File: config.mk
export PLATFORM = sky130hd
export DESIGN_NAME = coin_front_end
export DESIGN_NICKNAME = d
export VERILOG_FILES = /design/src/rtl/coin_pkg.sv /design/src/rtl/coin_debounce.sv /design/src/rtl/coin_front_end.sv
export SDC_FILE = /design/constraint.sdc
export NUM_CORES = 1
export LEC_CHECK = 0
export CELL_PAD_IN_SITES_DETAIL_PLACEMENT = 0
export CELL_PAD_IN_SITES_GLOBAL_PLACEMENT = 1
export CORE_MARGIN = 4
export CORE_UTILIZATION = 48
export CTS_BUF_LIST = sky130_fd_sc_hd__clkbuf_4
export CTS_CLUSTER_DIAMETER = 120
export DETAILED_ROUTE_END_ITERATION = 6
export PLACE_DENSITY_LB_ADDON = 0.15
export SLEW_MARGIN = 30
export SYNTH_ARGS = -nofsm -noshare
export SYNTH_HDL_FRONTEND = slang
export SYNTH_SLANG_ARGS = --single-unit
File: constraint.sdc
create_clock -name clk -period 1.7 [get_ports clk]
set_input_delay 0.425 -clock clk [delete_from_list [all_inputs] [get_ports clk]]
set_output_delay 0.425 -clock clk [all_outputs]
set_load 0.1 [all_outputs]
File: src/rtl/coin_pkg.sv
// coin_pkg: shared types and constants for the coin sensor front end.
package coin_pkg;

    // Emitter FSM states
    typedef enum logic [1:0] {
        IDLE = 2'd0,
        EMIT = 2'd1,
        GAP  = 2'd2
    } emit_state_t;

    // Channel indices into per-channel vectors
    localparam int unsigned NUM_CH = 3;
    localparam int unsigned CH_N   = 0;
    localparam int unsigned CH_D   = 1;
    localparam int unsigned CH_Q   = 2;

    // Pending coin counters saturate at PEND_MAX
    localparam int unsigned        PEND_W   = 2;
    localparam logic [PEND_W-1:0]  PEND_MAX = 2'd3;

    // Default debounce configuration
    localparam int unsigned DEBOUNCE_CYCLES_DEF = 4;
    localparam int unsigned CNT_W_DEF           = 4;

endpackage

File: src/rtl/coin_debounce.sv
// coin_debounce: synchronises, debounces and rising-edge detects one raw coin sensor.
// Ports: clk, reset (async active-low), raw (async sensor), evt_c (one-cycle coin event).
module coin_debounce
    import coin_pkg::*;
#(
    parameter int unsigned DEBOUNCE_CYCLES = DEBOUNCE_CYCLES_DEF,
    parameter int unsigned CNT_W           = CNT_W_DEF
) (
    input  logic clk,
    input  logic reset,
    input  logic raw,
    output logic evt_c
);

    logic             sync1;
    logic             sync2;
    logic             level;
    logic             level_prev;
    logic [CNT_W-1:0] cnt;

    // Two-flop synchroniser
    always_ff @(posedge clk or negedge reset) begin
        if (!reset) begin
            sync1 <= 1'b0;
            sync2 <= 1'b0;
        end else begin
            sync1 <= raw;
            sync2 <= sync1;
        end
    end

    // Debounce: level flips after DEBOUNCE_CYCLES consecutive disagreeing samples.
    // Level resets high so a sensor held through reset never yields a coin.
    always_ff @(posedge clk or negedge reset) begin
        if (!reset) begin
            cnt        <= '0;
            level      <= 1'b1;
            level_prev <= 1'b1;
        end else begin
            level_prev <= level;
            if (sync2 != level) begin
                if (cnt == CNT_W'(DEBOUNCE_CYCLES - 1)) begin
                    level <= ~level;
                    cnt   <= '0;
                end else begin
                    cnt <= cnt + CNT_W'(1);
                end
            end else begin
                cnt <= '0;
            end
        end
    end

    // Rising edge of the debounced level only
    assign evt_c = level & ~level_prev;

endmodule

File: src/rtl/coin_front_end.sv
// coin_front_end: turns three raw coin sensors into clean, one-cycle, mutually exclusive
// n/d/q pulses for the vending FSM.
// Ports: clk, reset (async active-low), coin_n_raw/coin_d_raw/coin_q_raw (async sensors),
//        clr_ovf (sync clear of ovf), n/d/q (registered coin pulses),
//        busy (coins pending or emitter active), ovf (sticky pending-counter overflow).
module coin_front_end
    import coin_pkg::*;
#(
    parameter int unsigned DEBOUNCE_CYCLES = DEBOUNCE_CYCLES_DEF,
    parameter int unsigned CNT_W           = CNT_W_DEF
) (
    input  logic clk,
    input  logic reset,
    input  logic coin_n_raw,
    input  logic coin_d_raw,
    input  logic coin_q_raw,
    input  logic clr_ovf,
    output logic n,
    output logic d,
    output logic q,
    output logic busy,
    output logic ovf
);

    logic [NUM_CH-1:0] raw_vec;
    logic [NUM_CH-1:0] evt;
    logic [NUM_CH-1:0] grant;
    logic [PEND_W-1:0] pend [NUM_CH];
    logic              any_pend;
    logic              ovf_set;
    emit_state_t       state;
    emit_state_t       state_nxt;

    assign raw_vec = {coin_q_raw, coin_d_raw, coin_n_raw};

    // One conditioning chain per coin channel
    for (genvar i = 0; i < NUM_CH; i++) begin : gen_ch
        coin_debounce #(
            .DEBOUNCE_CYCLES(DEBOUNCE_CYCLES),
            .CNT_W          (CNT_W)
        ) u_debounce (
            .clk  (clk),
            .reset(reset),
            .raw  (raw_vec[i]),
            .evt_c(evt[i])
        );
    end

    always_comb begin
        any_pend = 1'b0;
        for (int unsigned i = 0; i < NUM_CH; i++) begin
            if (pend[i] != '0) any_pend = 1'b1;
        end
    end

    // Emitter state register
    always_ff @(posedge clk or negedge reset) begin
        if (!reset) state <= IDLE;
        else        state <= state_nxt;
    end

    // Emitter next state
    always_comb begin
        state_nxt = state;
        case (state)
            IDLE:    if (any_pend) state_nxt = EMIT;
            EMIT:    state_nxt = GAP;
            GAP:     state_nxt = IDLE;
            default: state_nxt = IDLE;
        endcase
    end

    // Emitter output decode: fixed priority q > d > n, only from IDLE
    always_comb begin
        grant = '0;
        if (state == IDLE) begin
            if      (pend[CH_Q] != '0) grant[CH_Q] = 1'b1;
            else if (pend[CH_D] != '0) grant[CH_D] = 1'b1;
            else if (pend[CH_N] != '0) grant[CH_N] = 1'b1;
        end
    end

    // Coin pulse registers; grant is zero outside IDLE so pulses last one cycle
    always_ff @(posedge clk or negedge reset) begin
        if (!reset) begin
            n <= 1'b0;
            d <= 1'b0;
            q <= 1'b0;
        end else begin
            n <= grant[CH_N];
            d <= grant[CH_D];
            q <= grant[CH_Q];
        end
    end

    // An event lost to a saturated counter (not offset by a grant) flags overflow
    always_comb begin
        ovf_set = 1'b0;
        for (int unsigned i = 0; i < NUM_CH; i++) begin
            if (evt[i] && !grant[i] && (pend[i] == PEND_MAX)) ovf_set = 1'b1;
        end
    end

    // Saturating pending counters; simultaneous event and grant cancel out
    always_ff @(posedge clk or negedge reset) begin
        if (!reset) begin
            for (int unsigned i = 0; i < NUM_CH; i++) pend[i] <= '0;
        end else begin
            for (int unsigned i = 0; i < NUM_CH; i++) begin
                if (evt[i] && !grant[i]) begin
                    if (pend[i] != PEND_MAX) pend[i] <= pend[i] + PEND_W'(1);
                end else if (!evt[i] && grant[i]) begin
                    pend[i] <= pend[i] - PEND_W'(1);
                end
            end
        end
    end

    // Sticky overflow; set wins over clear
    always_ff @(posedge clk or negedge reset) begin
        if (!reset)       ovf <= 1'b0;
        else if (ovf_set) ovf <= 1'b1;
        else if (clr_ovf) ovf <= 1'b0;
    end

    assign busy = any_pend || (state != IDLE);

endmodule

## Word level (Yosys, flattened, before mapping)

Index checks and enable logic that the tools add are counted.
Widths: inputs -> output; s select.

- Flip-flop bits (word level): 36
- Input port bits: 6
- Output and inout bits: 5
- Word-level logic and storage cells: 119

- Add/sub/neg operators: 9
- Equal/unequal tests: 17
- Mux-type cells: 30
- Bitwise gates (word level): 9
- Reductions and logical operators: 31

Operators with widths:

| kind | number |
|---|---|
| $mux 4 | 6 |
| $mux 2 | 11 |
| $reduce_bool 2->1 | 8 |
| $add 4x1->4 const B | 3 |
| $eq 4x2->1 const B | 3 |
| $reduce_and 2->1 | 6 |
| $mux 1 | 11 |
| $logic_and 1x1->1 | 9 |
| $ne 2x2->1 const B | 4 |
| $add 2x1->2 const B | 3 |
| $eq 2x2->1 const B | 3 |
| $logic_not 1->1 | 6 |
| $ne 2x1->1 const B | 3 |
| $not 1->1 | 6 |
| $sub 2x1->2 const B | 3 |
| $pmux 2 s2 | 1 |
| $and 1x1->1 | 3 |
| $mux 3 | 1 |
| $ne 1x1->1 | 3 |
| $eq 2x1->1 const B | 1 |
| $logic_not 2->1 | 1 |
| $logic_or 1x1->1 | 1 |

## Logic depth before layout (Yosys ltp)

- Word-level depth: 12
- Mapped depth: 4
- Mapped depth without buffers: 4

## Hierarchy

A second synthesis with hierarchy kept.

- Cell total of the unflattened synthesis: 130
- Area, all modules: 1,592.8 µm²

Modules (own cells, without submodules):

| module | times used | cells an instance | area each (µm²) | sequential area each (µm²) |
|---|---|---|---|---|
| coin_debounce | 3 | 22 | 316.6 | 202.7 |
| coin_front_end | 1 | 64 | 643.1 | 300.3 |

## Least setup slack after synthesis

No wires, ideal clock.

- Kind: register -> output
- Start: reg state[1]
- End: out busy
- Arrival time: 1.670 ns
- Data required time: 1.275 ns
- Slack: -0.395 ns
- Stages on the path, launching flop included: 4
- Path buffers: 0
- Cell sequence: dfrtp_1 > or4_4 > nor3_4 > nand2_1

- Word-level cells in the longest chain between the ends: 2

Ends and longest elaborated chain:

| item | line | RTL |
|---|---|---|
| start: declaration | coin_front_end.sv:31 | `emit_state_t state;` |
| start signal: assignment | coin_front_end.sv:59 | `else state <= state_nxt;` |
| $reduce_bool 2->1 | coin_front_end.sv:126 | `assign busy = any_pend \|\| (state != IDLE);` |
| $logic_or 1x1->1 | coin_front_end.sv:126 |  |
| end: declaration | coin_front_end.sv:21 | `output logic busy,` |

No other way between the ends.

## Worst setup path after layout

Same ends and word-level chain as after synthesis.

==> summary.txt <==
CTS
  – Clock latency on the worst-skew pair: 0.34 ns
  – Hold_buf cts: 0
  – Clock transition at path regs: 0.10 ns
  – Clk root buf: clkbuf_4
  – Clk sink count: 36
  – Post-CTS Setup Inserts: 0
  – CTS resizes: 0
  – H-Tree Depth: 2
  – CTS tree: yes
  – CTS max path bufs: 2
  – Number of buffers created by CTS: 5

STA
  – Clock skew: 0.0177 ns
  – Hold Slack: 0.359 ns
  – Minimum clock period: 2.12 ns
  – Fin Setup TNS: -0.423 ns
  – Setup ws final: -0.423 ns
  – Max Slew Vio Count: 0
  – Unrepaired setup endpoints after global routing: yes
  – Final Hold Viols: 0
  – Tcrit/Tclk final: 125%
  – Worst slew pin tran: 0.334 ns
  – Final setup fails: 1
  – Worst slew margin: 77.6%
  – Max Clock Freq: 471 MHz

Final layout
  – Non-Filler Instances: 184
  – Layout cells sized above 1: 21.6%
  – Fin nets: 161
  – Layout overhead on the synthesized area: 21.4%
  – # fillers: 229
  – Antenna diodes: 0
  – Multi-input gate area: 567 µm²
  – Post-route cell area: 0.00180 mm²
  – Seq. cell area: 908 µm²

GRT
  – Antenna violations before repair: 0
  – Total track usage: 13.9%
  – Overflow after GRT: 0
  – Largest net degree at the start of global routing: 37
  – Vias in the first global route: 1,004
  – First-pass GRT wire length: 4.28 mm

Setup path
  – Largest fanout on the critical path: 2
  – Crit Path Category: reg2out
  – Slowest cell on crit path: or4_4
  – Worst path arrival time: 1.70 ns
  – Crit path cell chain: or4_4, nor3_4, nand2_4, buf_12
  – Startpoint types: flop
  – Crit path buffers/inverters: 1
  – CP top delay family: simple AND/OR/NAND/NOR gates
  – Worst Setup End Kind: primary output
  – Critical path's largest stage delay: 0.55 ns
  – Worst EP required: 1.27 ns

Power
  – Total power: 3.09 mW
  – Power Density: 1710 mW/mm²
  – Pleak: 0.793 nW
  – Worst IR Drop VDD: 0.663 mV

Synthesis
  – Synth unique cells: 29
  – Netlist Area Pre-Place: 0.00149 mm²
  – Syn Area/Cell: 11.6 µm²
  – Synth cell count leaders: 30 x dfrtp_1, 13 x nor2_1, 11 x a21oi_1
  – Most used DFF post-synth: dfrtp_1
  – Synth Warn #: 0
  – Post-synth EDFFs: 0
  – Top post-synthesis cells by area: dfrtp_1 51%, dfstp_2 11%, a21oi_1 3.7%, nor2_1 3.3%, xnor2_1 2.9%
  – Synth area leader: dfrtp_1
  – Post-Syn Nets: 137
  – Register area share after synthesis: 61.1%
  – Post-synth top area share: 50.5%
  – Post-Syn Instances: 128
  – Async S/R FF share, synth: 100%
  – FF+latch count, synth: 36
  – Most frequent cell after synthesis: dfrtp_1

Floorplanning
  – Die ar.: 0.00405 mm²
  – Starting Density: 52.1%
  – Die Span X: 63.7 µm
  – Site Rows: 19
  – Die H: 63.7 µm
  – Core area: 0.00285 mm²
  – IO Pins: 11

Detailed routing
  – 1st-iter DRT viols: 42
  – Post-route DRC: 0
  – Via Count: 985
  – WL/cell: 12.2 µm
  – Post-route ant nets: 0
  – Routed wire length: 2.24 mm
  – DR pass1 iterations: 4
  – Vias per inst: 5.35

Status
  – Failing checks: setup timing
  – Status: finished, violations left

Place
  – Placed wire-length estimate: 1.60 mm
  – Gpl congestion: 0.756
  – # port buffers: 10
  – # placed instances: 176
  – Area post-placement: 0.00175 mm²

Worst hold path
  – Worst Hold Class: reg2reg

Flow run
  – Max_cap viols: 0
kinds of logic after synthesis:
| family | synth area share, % |
|---|---|
| flip-flops | 61.1 |
| adder cells (fa/ha/maj) | 2.53 |
| multiplexers | 2.27 |
| AO/OA/AOI/OAI | 6.73 |
| buffers and inverters | 1.26 |
| AND/OR/NAND/NOR | 21.4 |
| XOR/XNOR | 4.71 |
power by group:
part | switching [mW] | internal (mW)
logic | 0.730 | 0.560
registers | 0.203 | 1.16
clock network | 0.269 | 0.169
total | 1.20 | 1.89
placed cells by master, fill, tap and decap left out, drive strengths merged:
cell type	Yosys	routed
xnor2	5	5
nor3	4	4
dfrtp	30	30
clkbuf	1	6
nand2b	6	6
nand3b	3	3
inv	4	4
nor3b	3	3
ha	3	3
nand4	4	4
o2111ai	1	1
xor2	3	3
nor4	1	1
or2	2	2
o21ai	4	4
nor2b	5	5
clkdlybuf4s50	0	5
dfstp	6	6
nand2	6	6
nand3	4	4
a21oi	12	12
mux2	3	3
nor2	13	13
o211ai	1	1
and2b	1	1
buf	0	13
clkinv	0	2
or3	2	2
or4	1	1
metrics by stage:
| stage | worst slack [ns] | util (%) |
|---|---|---|
| 6_report | -0.423 | 63.2 |
| 5_1_grt | -0.526 | 63.2 |
| 4_1_cts | -0.450 | 63.2 |
| 3_5_place_dp | -0.0552 | 61.4 |
| 3_3_place_gp | -0.0463 | 61.4 |
| 2_1_floorplan | -0.0977 | - |
layout make-up:
cell class	instances	area share, %
repair buffers	18	12.3
clock buffers	6	2.50
flip-flops and latches	36	50.3
inverters	4	0.832
multi-input cells	87	31.4
well taps	31	2.15
clock inverters	2	0.416
state kept, by name (all words and copies together) (netlist names):
| signal | cells |
|---|---|
| gen_ch.u_debounce.cnt | 12 |
| ovf | 1 |
| gen_ch.u_debounce.level_prev | 3 |
| state | 2 |
| gen_ch.u_debounce.level | 3 |
| pend | 6 |
| gen_ch.u_debounce.sync2 | 3 |
| n | 1 |
| q | 1 |
| d | 1 |
| gen_ch.u_debounce.sync1 | 3 |
worst register-to-register path, cell delays in order (launching register included):
cell and delay, ns:
dfrtp_1 0.39, or4_4 0.55, nor3_4 0.18, buf_4 0.15, o211ai_1 0.11, a21oi_2 0.12
metal layers:
metal / wire length (µm) / up-vias / share of wire [%] / track usage, %
met3: 108 / 5 / 4.8 / 4.44
met4: 61 / 0 / 2.7 / 8.89
met5: 0 / - / 0 / 0
li1: - / 489 / - / -
met2: 1020 / 19 / 45 / 21.0
met1: 1060 / 472 / 47 / 16.9
path summary, 6_finish.rpt:
check | to | slack [ns] | cells past startpoint | from
worst max-delay path | busy | -0.42 | 4 | state[1]$_DFFE_PN0P_
worst min-delay path | gen_ch[0].u_debounce.sync2$_DFF_PN0_ | 0.36 | 0 | gen_ch[0].u_debounce.sync1$_DFF_PN0_
worst max register to register | pend[4]$_DFFE_PN0P_ | 0.14 | 5 | state[1]$_DFFE_PN0P_
worst min register to register | gen_ch[0].u_debounce.sync2$_DFF_PN0_ | 0.36 | 0 | gen_ch[0].u_debounce.sync1$_DFF_PN0_
max in group asynchronous | gen_ch[0].u_debounce.level_prev$_DFF_PN1_ | 0.99 | 2 | reset
min in group asynchronous | ovf$_DFFE_PN0P_ | 0.44 | 2 | reset
Note: power is estimated with default switching activity, not from simulation.
